$ cat src/rtl/digit_scan_mux.sv
// digit_scan_mux: frame-snapshotted time-multiplexed digit scanner with blanking gap
module digit_scan_mux #(
  parameter int NUM_DIGITS = 5,
  parameter int DIGIT_W = 4,
  parameter int DWELL = 1024,
  parameter int BLANK = 16,
  parameter int IDX_W = NUM_DIGITS > 1 ? $clog2(NUM_DIGITS) : 1
) (
  input  logic                          clk,
  input  logic                          reset,
  input  logic [NUM_DIGITS*DIGIT_W-1:0] digits_in,
  input  logic [NUM_DIGITS-1:0]         digit_en,
  input  logic                          scan_en,
  output logic [DIGIT_W-1:0]            digit_out,
  output logic [NUM_DIGITS-1:0]         digit_sel,
  output logic [IDX_W-1:0]              sel_idx,
  output logic                          blank,
  output logic                          frame_start
);
  localparam int MX = DWELL > BLANK ? DWELL : BLANK;
  localparam int CW = $clog2(MX + 1);
  localparam logic [CW-1:0] DL = CW'(DWELL - 1);
  localparam logic [CW-1:0] BL = CW'(BLANK > 0 ? BLANK - 1 : 0);
  typedef enum logic [1:0] {ST_IDLE, ST_BLANK, ST_SHOW} state_t;
  state_t state;
  logic [CW-1:0] cnt;
  logic [NUM_DIGITS*DIGIT_W-1:0] shadow, nsrc;
  logic [IDX_W-1:0] lo, hi, nidx;
  logic hit, adv, wrap;
  // lowest enabled slot and lowest enabled slot above the current one
  always_comb begin
    lo = '0;
    hi = '0;
    hit = 1'b0;
    for (int i = NUM_DIGITS - 1; i >= 0; i--) begin
      if (digit_en[i]) lo = IDX_W'(i);
      if (digit_en[i] && i > int'(sel_idx)) begin
        hi = IDX_W'(i);
        hit = 1'b1;
      end
    end
    adv = state == ST_IDLE || (state == ST_SHOW && cnt == DL);
    wrap = state == ST_IDLE || !hit;
    nidx = wrap ? lo : hi;
    nsrc = wrap ? digits_in : shadow;
  end
  // scan sequencer with registered outputs; a wrap or fresh start snapshots the digits
  always_ff @(posedge clk) begin
    frame_start <= 1'b0;
    if (reset) begin
      state <= ST_IDLE;
      cnt <= '0;
      shadow <= '0;
      sel_idx <= '0;
      digit_out <= '0;
      digit_sel <= '0;
      blank <= 1'b1;
    end else if (!scan_en || (adv && digit_en == '0)) begin
      state <= ST_IDLE;
      cnt <= '0;
      digit_out <= '0;
      digit_sel <= '0;
      blank <= 1'b1;
    end else if (adv) begin
      sel_idx <= nidx;
      cnt <= '0;
      frame_start <= wrap;
      if (wrap) shadow <= digits_in;
      if (BLANK == 0) begin
        state <= ST_SHOW;
        blank <= 1'b0;
        digit_sel <= NUM_DIGITS'(1) << nidx;
        digit_out <= nsrc[nidx*DIGIT_W +: DIGIT_W];
      end else begin
        state <= ST_BLANK;
        blank <= 1'b1;
        digit_sel <= '0;
        digit_out <= '0;
      end
    end else if (state == ST_BLANK && cnt == BL) begin
      state <= ST_SHOW;
      cnt <= '0;
      blank <= 1'b0;
      digit_sel <= NUM_DIGITS'(1) << sel_idx;
      digit_out <= shadow[sel_idx*DIGIT_W +: DIGIT_W];
    end else cnt <= cnt + 1'b1;
  end
endmodule

$ cat config.mk
export PLATFORM = sky130hd
export DESIGN_NAME = digit_scan_mux
export DESIGN_NICKNAME = d
export VERILOG_FILES = /design/src/rtl/digit_scan_mux.sv
export SDC_FILE = /design/constraint.sdc
export NUM_CORES = 1
export LEC_CHECK = 0
export CAP_MARGIN = 0
export CORE_UTILIZATION = 47
export CTS_BUF_LIST = sky130_fd_sc_hd__clkbuf_4
export DETAILED_ROUTE_END_ITERATION = 12
export PLACE_DENSITY = 0.71
export SLEW_MARGIN = 20
export SYNTH_ARGS = -nofsm -noshare
export SYNTH_HDL_FRONTEND = slang
export SYNTH_SLANG_ARGS = --single-unit
export TNS_END_PERCENT = 100
$ cat constraint.sdc
create_clock -name clk -period 4.5 [get_ports clk]
set_input_delay 0.675 -clock clk [delete_from_list [all_inputs] [get_ports clk]]
set_output_delay 0.675 -clock clk [all_outputs]
set_load 0.05 [all_outputs]
### Word-level counts from Yosys, hierarchy flattened

Cells that the tools add are included.

| cells by class | value |
|---|---|
| reduce and logical (&&, ||, !) cells | 21 |
| magnitude comparators | 4 |
| equal/unequal tests | 4 |
| muxes and demuxes | 16 |
| shift operators | 2 |
| $add $sub $neg | 1 |
| bitwise gates (word level) | 2 |

Operator list:

| cell | count |
|---|---|
| 3-bit two-way mux | 10 |
| 20-bit by 6-bit variable part select with 4-bit output | 1 |
| 11-bit by 1-bit adder with 11-bit output (second input constant) | 1 |
| 11-bit by 10-bit == test with 1-bit output (second input constant) | 1 |
| 11-bit by 4-bit == test with 1-bit output (second input constant) | 1 |
| 1-bit logical AND | 7 |
| 2-bit by 3-bit greater-than comparator with 1-bit output (first input constant) | 2 |
| 1-bit two-way mux | 6 |
| 3-bit OR reduction | 2 |
| 5-bit logical NOT | 1 |
| 1-bit by 3-bit << shifter with 5-bit output (first input constant) | 1 |
| 4-bit OR reduction | 1 |
| 1-bit by 3-bit greater-than comparator with 1-bit output (first input constant) | 1 |
| 3-bit greater-than comparator (first input constant) | 1 |
| 1-bit logical OR | 3 |
| 3-bit AND reduction | 1 |
| 2-bit by 1-bit == test with 1-bit output (second input constant) | 1 |
| 2-bit == test (second input constant) | 1 |
| 1-bit logical NOT | 2 |
| 2-bit logical NOT | 1 |
| 1-bit NOT | 2 |
| 2-bit AND reduction | 1 |
| 2-bit nonzero test | 1 |
| 2-bit OR reduction | 1 |

| storage, ports and cells | value |
|---|---|
| register bits | 47 |
| output and inout bits | 14 |

### Longest topological paths before layout

Gate-level depths: netlist (run 1).

| depth | value |
|---|---|
| depth in word-level cells | 9 |
| gate-level depth with buffers | 7 |
| mapped depth without buffers | 6 |

### Worst setup path before layout (run 1)

No wires, ideal clock.

| timing | value |
|---|---|
| path type | register to register |
| start | reg sel_idx[1] |
| end | reg sel_idx[0] |
| data required time | 4385 ps |
| slack | 2589 ps |
| path buffers | 1 |
| period minus slack after synthesis | 1911 ps |
| stages on the path, launching flop included | 7 |
| data arrival time | 1797 ps |
| path through | dfxtp_1 buf_2 nor2b_1 o21ai_0 a311o_1 mux2_2 o21a_1 |

| between the ends | value |
|---|---|
| word-level cells in the longest chain between the ends | 9 |

Ends and longest elaborated chain:

| element | line | RTL |
|---|---|---|
| from (decl) | 16 | `output logic [IDX_W-1:0] sel_idx,` |
| from (signal assigned) | 65 | `sel_idx <= nidx;` |
| 3-bit greater-than comparator | 37 | `if (digit_en[i] && i > int'(sel_idx)) begin` |
| 1-bit logical AND | 37 |  |
| 1-bit two-way mux (4 in series) | 37 |  |
| 1-bit logical NOT | 43 | `wrap = state == ST_IDLE \|\| !hit;` |
| 1-bit logical OR | 43 |  |
| 3-bit two-way mux * | 44 | `nidx = wrap ? lo : hi;` |

Every way passes the cells marked *; elsewhere a longest branch is shown, timed or not.
A chain may end at the register's enable or synchronous reset.

### Worst setup path in the final report (run 1)

| timing | value |
|---|---|
| start | reg sel_idx[1] |
| end | out sel_idx[1] |

No word-level cell between the ends.

==> results by group, run 1 <==
Outcome
  – Status: finished, final reports clean

STA
  – Setup_tns: 0 ns
  – RSZ-0062 raised after global routing: no
  – Crit path time final: 2.770 ns
  – Fmax: 361.1 MHz
  – Period utilisation layout: between 60% and 70%
  – Setup violators final: 0
  – Slew HR: between 40% and 50%
  – Clock skew: ~0.0096 ns
  – Final Slew Violations: 0
  – Endpoints failing hold: 0
  – Worst slew pin tran: roughly 0.84 ns

Power
  – Power Density: 276.2 nW/um^2
  – Leak: 0.9399 nW
  – VDD IR max: 0.0001729 V

Critical path
  – CP max-delay cell: clkdlybuf4s50_1
  – Critical path type: register to output pin
  – Critical path buffers and inverters: 1
  – CP max FO: 18
  – Top delay family on crit path: buffers and inverters
  – Critical path endpoint category: output pin
  – Crit path largest cell delay: 0.93 ns
  – Crit path DAT: about 2.1 ns
  – CP required: between 3 and 4 ns
  – CP Launch Type: register
  – Worst path cell trace: clkdlybuf4s50_1

Global route
  – First-pass GRT wire length: 7514 um
  – Largest net degree at the start of global routing: 47
  – Vias in the first global route: 1,776
  – Total gr overflow: 0
  – Initial antenna violation count: 0
  – GRT Total Usage: roughly a fifth

Clock network
  – CTS tree: built
  – CTS buffer count: 5
  – Post-CTS sizing: 0
  – Clk root buf: clkbuf_4
  – Post-CTS Hold Fix Bufs: 0
  – Longest Clk Path Bufs: 2
  – Sink Count: 47
  – H-tree Lvls: 2
  – Clock latency on the worst-skew pair: 0.36 ns
  – Clk slew on worst S/H paths: 0.13 ns
  – Post-CTS Setup Inserts: 0

Final layout
  – Most common cell after layout, fill and taps aside: dfxtp_1
  – Inserted Diodes: 0
  – Design Area, Final: 2726 sq um
  – Layout cell share with drive strength beyond 1: around 6.8%
  – Nets@finish: 309
  – Most frequent cells in the layout: 47 x dfxtp_1, 42 x nand2b_1, 41 x clkdlybuf4s50_1
  – Fin cells: roughly 330
  – Area growth, synth to finish: 19.66%
  – Fillers: 409

Drt
  – Vias/cell: 5.333
  – Via count: roughly 1,800
  – Routed length per instance: 12.95 um
  – Drt drc: 0
  – Routed Antenna Nets: 0
  – WL final: 4313 um
  – Violation count after the first detailed-route iteration: 77
  – Pre-antenna DRT Iters: 4

Yosys
  – Synth Area per Inst: 9.262 sq um
  – Async set or reset register ratio after synthesis: 0%
  – Mux cell area share after synthesis: 13.23%
  – Compound-Gate Fraction of Synth Area: under 10%
  – Synth warn: 0
  – Register area share after synthesis: 41.30%
  – Synth cell types: 39
  – Post-Synth Adder-Cell Area: 0.5491%
  – Cell Area, Synth: 2278 sq um
  – Cells after synthesis: 246
  – Syn Nets: approximately 280
  – Post-synthesis simple-gate area fraction: 27.13%
  – Synthesis-stage register bit count: 47
  – EDFF count, synth: 0
  – XOR/XNOR Fraction of Synth Area: under 10%
  – Largest family of logic cells by synthesized area: simple AND/OR/NAND/NOR gates
  – Post-synth top flop: dfxtp_1

Floorplan
  – Initial core utilization: 50.58%
  – Chip height: 71.63 um
  – Core ar.: ~4500 sq um
  – Die area: ~5000 sq um
  – Die width: 71.63 um
  – # IOs: between 40 and 50
  – # rows: 24

Placement
  – Input/output buffers: slightly above 40
  – GP Congestion: 0.7928
  – DP Cell Count: 325
  – DP HPWL: 2929 um
  – Post-place instance area: 2669 sq um

Flow run
  – Max cap viols: 0

Min path
  – Worst hold path type: register to register
[report_power, final]
part | internal, mW | switching [mW] | leakage (nW)
Clock | 0.0664 | 0.133 | 0.0317
Combinational | 0.0608 | 0.0474 | 0.526
Sequential | 0.431 | 0.0142 | 0.382
[worst paths after layout]
path	startpoint	endpoint	slack, ns	depth (start not counted)
hold reg to reg	blank$_SDFFE_PP1P_	blank$_SDFFE_PP1P_	0.47	1
setup / recovery	sel_idx[1]$_SDFFE_PP0P_	sel_idx[1]	1.73	1
hold / removal	blank$_SDFFE_PP1P_	blank$_SDFFE_PP1P_	0.47	1
setup reg to reg	sel_idx[1]$_SDFFE_PP0P_	shadow[16]$_SDFFE_PP0P_	2.09	5
[flip-flops by register name, summed over array words and instances, names as in the netlist]
| name | cells |
|---|---|
| shadow | 20 |
| cnt | 11 |
| digit_sel | 5 |
| digit_out | 4 |
| sel_idx | 3 |
| state | 2 |
| blank | 1 |
| frame_start | 1 |
[final cells by class]
cell class	instances	area (sq um)	share of cell area (%)
flip-flops and latches	47	940.9	34.51
well taps	52	65.06	2.386
multi-input cells	178	1222	44.84
clock buffers	6	45.04	1.652
repair buffers	42	417.9	15.33
clock inverters	2	12.51	0.4589
inverters	6	22.52	0.8261
[cells in the mapped netlist (2+ instances only)]
library cell / number / area share, %
nand3b_1: 2 / 0.66
inv_1: 6 / 0.99
xnor2_1: 3 / 1.2
nor4_1: 4 / 1.1
clkbuf_1: 10 / 1.6
o21ai_0: 3 / 0.66
nand3_1: 9 / 2.0
nor3b_1: 2 / 0.66
a21oi_1: 20 / 4.4
and4_1: 2 / 0.77
nand4_1: 2 / 0.55
nor2_1: 28 / 4.6
mux4_2: 4 / 4.0
nor4b_1: 2 / 0.77
nand2b_1: 42 / 12
xor2_1: 6 / 2.3
a31oi_1: 2 / 0.55
dfxtp_1: 47 / 41
nand2_1: 9 / 1.5
buf_12: 2 / 1.8
o41ai_1: 2 / 0.77
buf_2: 3 / 0.66
mux2i_1: 20 / 8.8
[per-stage QoR]
| stage | total power [mW] | utilization, % | setup WS [ns] | hold slack, ns |
|---|---|---|---|---|
| after floorplan | 0.5274 | - | 2.589 | 0.4298 |
| final | 0.7529 | 60.53 | 1.730 | 0.4748 |
| after CTS | 0.7628 | 60.53 | 1.718 | 0.4764 |
| after global routing | 0.7916 | 60.53 | 1.641 | 0.4994 |
| after detailed placement | 0.5635 | 59.25 | 1.637 | 0.4452 |
| after global placement | 0.5618 | 59.25 | 1.747 | 0.4424 |
[routing by layer]
metal | part of all wire, % | track usage (%)
met1 | 46 | 21.65
met2 | 48 | 32.91
met3 | 4.2 | 6.048
met4 | 1.6 | 6.754
met5 | 0 | 0
[cells by family (layout without fill, tap and decap cells)]
group                      Yosys count  in the layout
and+or+nand+nor                    110            110
DFF                                 47             47
adders and majority gates            1              1
xor gates and xnor gates             9              9
buffers and inverters               21             56
AOI/OAI and AO/OA                   33             33
muxes                               25             25
[worst register-to-register path: cells and delay by family (launching register included)]
family	cells	cell delay, ns
AOI/OAI and AO/OA	2	0.47
muxes	1	0.27
and+or+nand+nor	2	0.81
DFF	1	0.80
Note: power is estimated with default switching activity, not from simulation.
==> run 2, diff against run 1 <==
Settings changed: PLACE_DENSITY 0.71 to 0.74.
Clock period 4.5 ns to 2.3 ns, I/O delays scaled along.
==> run 2 against run 1 <==
Compared with the run above: clock power is 91% higher; register-to-register slack got worse by 1.9 ns; hold slack worse by 0.0058 ns; count of clock-buffer cells in the layout unchanged; clock skew increased by 0.0018 ns; critical endpoint is now shadow[17]$_SDFFE_PP0P_; largest cell class unchanged; largest power group unchanged.
==> results by group, run 2 (synthesized netlist as in run 1, its figures left out) <==
Power
  – Combinational power share: 16.0% (+1.6 points)
  – Net Sw Frac: 25.37% (-0.44 points)
  – Leak: 0.9944 nW (+5.8%)
  – Part of the power in registers: 58.3% (-0.9 points)
  – Clock share of power: 25.7% (-0.8 points)
  – Internal power: 1.103 mW (+97%)
  – Power Density: 525.9 nW/um^2 (+90%)
  – Tot Pwr: 1.478 mW (+96%)
  – NetSw: 375.0 uW (+93%)
  – VDD IR max: 0.0002996 V (+73%)

Clock network
  – H-tree Lvls: 2 (unchanged)
  – CTS tree: built
  – Clk slew on worst S/H paths: 0.14 ns (about the same)
  – Post-CTS Setup Inserts: 0 (unchanged)
  – Clk root buf: clkbuf_4
  – Sink Count: 47 (unchanged)
  – CTS buffer count: 5 (unchanged)
  – Longest Clk Path Bufs: 2 (unchanged)
  – Clock latency on the worst-skew pair: 0.35 ns (about the same)
  – Post-CTS Hold Fix Bufs: 0 (unchanged)

Floorplan
  – Die area: 5130 sq um (unchanged)
  – Core ar.: 4504 sq um (unchanged)
  – # rows: 24 (unchanged)
  – # IOs: 42 (unchanged)
  – Die width: 71.63 um (unchanged)
  – Chip height: 71.63 um (unchanged)
  – Initial core utilization: 50.58% (unchanged)

Drt
  – Routed length per instance: 13.40 um (+3.5%)
  – Pre-antenna DRT Iters: 4 (unchanged)
  – Via count: 1,822 (+2.6%)
  – WL final: 4611 um (+6.9%)
  – Routed Antenna Nets: 0 (unchanged)
  – Drt drc: 0 (unchanged)
  – Violation count after the first detailed-route iteration: 88 (+14%)
  – Vias/cell: 5.297 (-0.69%)

Final layout
  – Fin cells: 344 (+3.3%)
  – Area taken by multi-input logic gates: 1231 sq um (+0.72%)
  – FF/Latch Area: 940.9 sq um (unchanged)
  – Most frequent cells in the layout: 47 x dfxtp_1, 42 x nand2b_1, 41 x clkdlybuf4s50_1
  – Max reg flops: 20 (unchanged)
  – Inserted Diodes: 0 (unchanged)
  – Most common cell after layout, fill and taps aside: dfxtp_1
  – Fillers: 414 (+1.2%)
  – Layout cell share with drive strength beyond 1: 9.932% (+3.2 points)
  – Nets@finish: 320 (+3.6%)
  – Largest register by flop count: shadow
  – Area growth, synth to finish: 23.34%
  – Leading registers by flop count: shadow x20, cnt x11, digit_sel x5

Global route
  – Initial antenna violation count: 0 (unchanged)
  – Vias in the first global route: 1,750 (-1.5%)
  – Total gr overflow: 0 (unchanged)
  – Largest net degree at the start of global routing: 46 (-2.1%)
  – First-pass GRT wire length: 7845 um (+4.4%)
  – GRT Total Usage: 19.17% (+0.31 points)

Critical path
  – CP max FO: 10 (-8)
  – Reg2Reg Launch Point: cnt[0]$_SDFF_PP0_
  – RR Endpoint: shadow[17]$_SDFFE_PP0P_
  – Critical path type: register to register
  – FF-to-FF setup slack: 0.15 ns (-1.94 ns)
  – Critical path endpoint category: register
  – Crit path DAT: 2.42 ns (+0.33 ns)
  – CP required: 2.58 ns (-1.25 ns)
  – Worst Reg-to-Reg Cells: 6 (+1)
  – CP Launch Type: register

STA
  – Hold_ws: 0.4690 ns (-0.005785 ns)
  – Final Slew Violations: 0 (unchanged)
  – Setup violators final: 0 (unchanged)
  – Period utilisation layout: 93.34%
  – RSZ-0062 raised after global routing: no
  – Slew HR: 55.67% (+12 points)
  – Endpoints failing hold: 0 (unchanged)
  – Fmax: 465.8 MHz
  – Crit path time final: 2.147 ns
  – Clock skew: 0.01137 ns (+0.001752 ns)
  – Worst slew pin tran: 0.6619 ns (-0.1829 ns)

Flow run
  – Max cap viols: 0 (unchanged)

Placement
  – GP Congestion: 0.8284 (+4.5%)
  – DP Cell Count: 335 (+3.1%)
  – Input/output buffers: 41 (unchanged)
  – DP HPWL: 3283 um (+12%)

Min path
  – Worst Hold Launch: blank$_SDFFE_PP1P_
  – Hold Path End: blank$_SDFFE_PP1P_
  – Hold Path Cell Cnt: 1 (unchanged)
  – Worst hold path type: register to register

Outcome
  – Status: finished, final reports clean
-- run 2: cell count changes in the layout (fill, tap and decap cells not counted) --
cell        delta
nor2b_2        +1
clkinv_1       +1
buf_4         +10
clkinvlp_4     -1
clkinv_4       +1
clkinv_2       -1
-- run 2: worst max path at each step --
stage | endpoint | start | cells past startpoint | slack (ns)
3_3_place_gp | shadow[8]$_SDFFE_PP0P_ | digit_en[3] | 6 | 0.03
3_5_place_dp | shadow[18]$_SDFFE_PP0P_ | digit_en[3] | 6 | -0.05
4_1_cts | shadow[18]$_SDFFE_PP0P_ | cnt[0]$_SDFF_PP0_ | 6 | 0.07
6_report | shadow[17]$_SDFFE_PP0P_ | cnt[0]$_SDFF_PP0_ | 6 | 0.15
2_1_floorplan | sel_idx[0]$_SDFFE_PP0P_ | sel_idx[1]$_SDFFE_PP0P_ | 6 | 0.39
5_1_grt | shadow[10]$_SDFFE_PP0P_ | cnt[0]$_SDFF_PP0_ | 6 | 0.01
-- run 2: repair_timing --
action                                  4_1_cts  5_1_grt
endpoints found under the hold margin         0        0
endpoints found under the setup margin        0       15
resized for setup                             0        0
-- run 2: cell type report --
cell class	count	share of cell area, %
repair buffers	52	17.54
clock inverters	2	0.4452
flip-flops and latches	47	33.48
clock buffers	6	1.603
inverters	6	0.8014
multi-input cells	179	43.81
well taps	52	2.315
-- run 2: stage by stage --
stage | worst slack (ns) | instance area (sq um) | utilization, % | TNS [ns]
after CTS | 0.07088 | 2801 | 62.19 | 0
after global placement | 0.03271 | 2744 | 60.92 | 0
final | 0.1533 | 2810 | 62.39 | 0
after detailed placement | -0.05295 | 2744 | 60.92 | -0.1633
after floorplan | 0.3887 | 2278 | - | 0
after global routing | 0.01285 | 2810 | 62.39 | 0
-- run 2: power by group through the flow --
stage / sequential (mW) / combinational [mW] / clock (mW)
after global placement: 0.878 / 0.231 / 0
after floorplan: 0.886 / 0.146 / 0
after detailed placement: 0.879 / 0.234 / 0
after CTS: 0.861 / 0.234 / 0.402
final: 0.861 / 0.236 / 0.380
after global routing: 0.865 / 0.258 / 0.433
-- run 2: worst max-delay path: stages, from the launching register on --
cell and delay (ns):
dfxtp_1 0.41, ha_1 0.22, and4_1 0.22, and4_4 0.26, o221ai_4 0.14, nor2b_2 0.57
mux2i_1 0.25
-- run 2: layer usage --
| layer | vias up | share of wire [%] | GRT usage [%] |
|---|---|---|---|
| met4 | 0 | 1.3 | 6.754 |
| li1 | 938 | - | - |
| met1 | 834 | 47 | 24.69 |
| met2 | 42 | 48 | 31.87 |
| met3 | 8 | 3.1 | 4.079 |
| met5 | - | 0 | 0 |
==> run 3, diff against run 2 <==
Settings changed: CORE_MARGIN from default to 2.
==> run 3 against run 2 <==
Compared with the run above: die area rose by 5.7%; sequential cell count did not move; setup slack improved by 0.025 ns; clock power rose by 3%; count of clock-buffer cells in the layout fell by 1; register-to-register slack improved by 0.03 ns; hold slack improved by 0.0092 ns; final cell count rose by 0.58%; combinational power barely moved.
==> results by group, run 3 (synthesized netlist as in run 1, its figures left out) <==
Critical path
  – Crit path largest cell delay: 0.58 ns (about the same)
  – Worst path cell trace: ha_1 > and4_1 > and4_4 > o221ai_4 > nor2b_2 > mux2i_1
  – Critical path endpoint category: register
  – CP max FO: 10 (unchanged)
  – CP required: 2.60 ns (+0.02 ns)
  – CP Launch Type: register
  – CP max-delay cell: nor2b_2
  – Critical path type: register to register
  – Crit path DAT: 2.42 ns (about the same)

Floorplan
  – Core ar.: 4692 sq um (+4.2%)
  – Chip height: 73.63 um (+2.8%)
  – Initial core utilization: 48.56% (-2.0 points)
  – Die area: 5421 sq um (+5.7%)
  – # IOs: 42 (unchanged)
  – # rows: 25 (+4.2%)
  – Die width: 73.63 um (+2.8%)

STA
  – Final Slew Violations: 0 (unchanged)
  – Crit path time final: 2.121 ns (-0.02536 ns)
  – Setup_tns: 0 ns (unchanged)
  – Clock skew: 0.01229 ns (+0.0009123 ns)
  – Endpoints failing hold: 0 (unchanged)
  – Fmax: 471.4 MHz (+1.2%)
  – Setup violators final: 0 (unchanged)
  – Worst slew pin tran: 0.6775 ns (+0.01557 ns)
  – RSZ-0062 raised after global routing: no
  – Period utilisation layout: 92.23% (-1.1 points)
  – Slew HR: 54.63% (-1.0 points)

Global route
  – Initial antenna violation count: 0 (unchanged)
  – Total gr overflow: 0 (unchanged)
  – Gr busiest metal: met2
  – Grt met3 use: 4.252% (+0.17 points)
  – Met2 usage in global routing: 27.48% (-4.4 points)
  – GR Layer Usage met1: 23.97% (-0.72 points)
  – First-pass GRT wire length: 7452 um (-5.0%)
  – Largest net degree at the start of global routing: 46 (unchanged)
  – GRT Total Usage: 18.01% (-1.2 points)
  – Vias in the first global route: 1,655 (-5.4%)

Power
  – Power Density: 529.1 nW/um^2 (+0.61%)
  – VDD IR max: 0.0002671 V (-11%)
  – Net Sw Frac: 26.69% (+1.3 points)
  – Clock share of power: 26.3% (+0.6 points)
  – Combinational power share: 15.9% (about the same)
  – NetSw: 397.2 uW (+5.9%)
  – Part of the power in registers: 57.9% (-0.4 points)
  – Leak: 0.9906 nW (-0.38%)
  – Internal power: 1.091 mW (-1.1%)

Drt
  – Via count: 1,835 (+0.71%)
  – Pre-antenna DRT Iters: 4 (unchanged)
  – Drt drc: 0 (unchanged)
  – WL final: 4507 um (-2.3%)
  – Routed length per instance: 13.03 um (-2.8%)
  – Routed Antenna Nets: 0 (unchanged)
  – Vias/cell: 5.303 (+0.13%)
  – Violation count after the first detailed-route iteration: 149 (+69%)

Placement
  – DP HPWL: 3137 um (-4.4%)
  – GP Congestion: 0.8318 (+0.41%)
  – Input/output buffers: 41 (unchanged)

Final layout
  – Area growth, synth to finish: 23.45% (about the same)
  – Leading registers by flop count: shadow x20, cnt x11, digit_sel x5
  – Util after Layout: 59.95% (-2.4 points)
  – Area taken by multi-input logic gates: 1231 sq um (unchanged)
  – Largest register by flop count: shadow
  – Most frequent cells in the layout: 47 x dfxtp_1, 42 x nand2b_1, 41 x clkdlybuf4s50_1
  – Max reg flops: 20 (unchanged)
  – Inserted Diodes: 0 (unchanged)
  – Fillers: 414 (unchanged)
  – Most common cell after layout, fill and taps aside: dfxtp_1
  – Layout cell share with drive strength beyond 1: 9.932% (unchanged)
  – Nets@finish: 320 (unchanged)
  – FF/Latch Area: 940.9 sq um (unchanged)

Clock network
  – Post-CTS sizing: 0 (unchanged)
  – CTS buffer count: 5 (unchanged)
  – Longest Clk Path Bufs: 2 (unchanged)
  – Post-CTS Hold Fix Bufs: 0 (unchanged)
  – Clock latency on the worst-skew pair: 0.36 ns (about the same)
  – Post-CTS Setup Inserts: 0 (unchanged)
  – Clk root buf: clkbuf_4
  – Sink Count: 47 (unchanged)
  – H-tree Lvls: 2 (unchanged)
  – CTS tree: built
  – Clk slew on worst S/H paths: 0.14 ns (about the same)

Flow run
  – Max cap viols: 0 (unchanged)

Outcome
  – Status: finished, final reports clean

Min path
  – Worst hold path type: register to register
-- run 3: final timing paths --
path / depth (start not counted) / slack [ns] / endpoint / from
worst max-delay path: 6 / 0.18 / shadow[16]$_SDFFE_PP0P_ / cnt[0]$_SDFF_PP0_
worst min-delay path: 1 / 0.48 / blank$_SDFFE_PP1P_ / blank$_SDFFE_PP1P_
worst max register to register: 6 / 0.18 / shadow[16]$_SDFFE_PP0P_ / cnt[0]$_SDFF_PP0_
worst min register to register: 1 / 0.48 / blank$_SDFFE_PP1P_ / blank$_SDFFE_PP1P_
-- run 3: critical path: cells and delay by family (launching register included) --
kind                     cells  cell delay, ns
flip-flops                   1            0.40
AO/OA/AOI/OAI                1            0.14
multiplexers                 1            0.24
adder cells (fa/ha/maj)      1            0.21
AND/OR/NAND/NOR              3            1.06
-- run 3: metal layers --
metal / share of wire [%] / vias to the layer above
li1: - / 938
met1: 48 / 839
met2: 45 / 49
met3: 4.9 / 9
met4: 2.2 / 0
met5: 0 / -
-- run 3: layout make-up --
type	count	share of cell area, %
well taps	54	2.402
clock inverters	3	0.7117
inverters	6	0.8007
clock buffers	5	1.335
multi-input cells	179	43.77
flip-flops and latches	47	33.45
repair buffers	52	17.53
-- run 3: power groups by stage --
stage,sequential (mW),clock (mW),combinational (mW)
final,0.861,0.391,0.236
after global routing,0.866,0.437,0.257
after CTS,0.861,0.406,0.233
after detailed placement,0.879,0,0.233
after global placement,0.878,0,0.233
after floorplan,0.886,0,0.146
-- run 3: stage by stage --
stage               cells  power (mW)  hold slack (ns)  setup WS (ns)  cell area [sq um]
floorplan             246       1.032           0.4298         0.3887               2278
global placement      337       1.111           0.4333        0.04349               2746
detailed placement    337       1.112           0.4528      -0.004967               2746
CTS                   345       1.501           0.4843         0.1097               2804
global route          346       1.560           0.5046        0.01918               2813
finish                346       1.488           0.4782         0.1786               2813
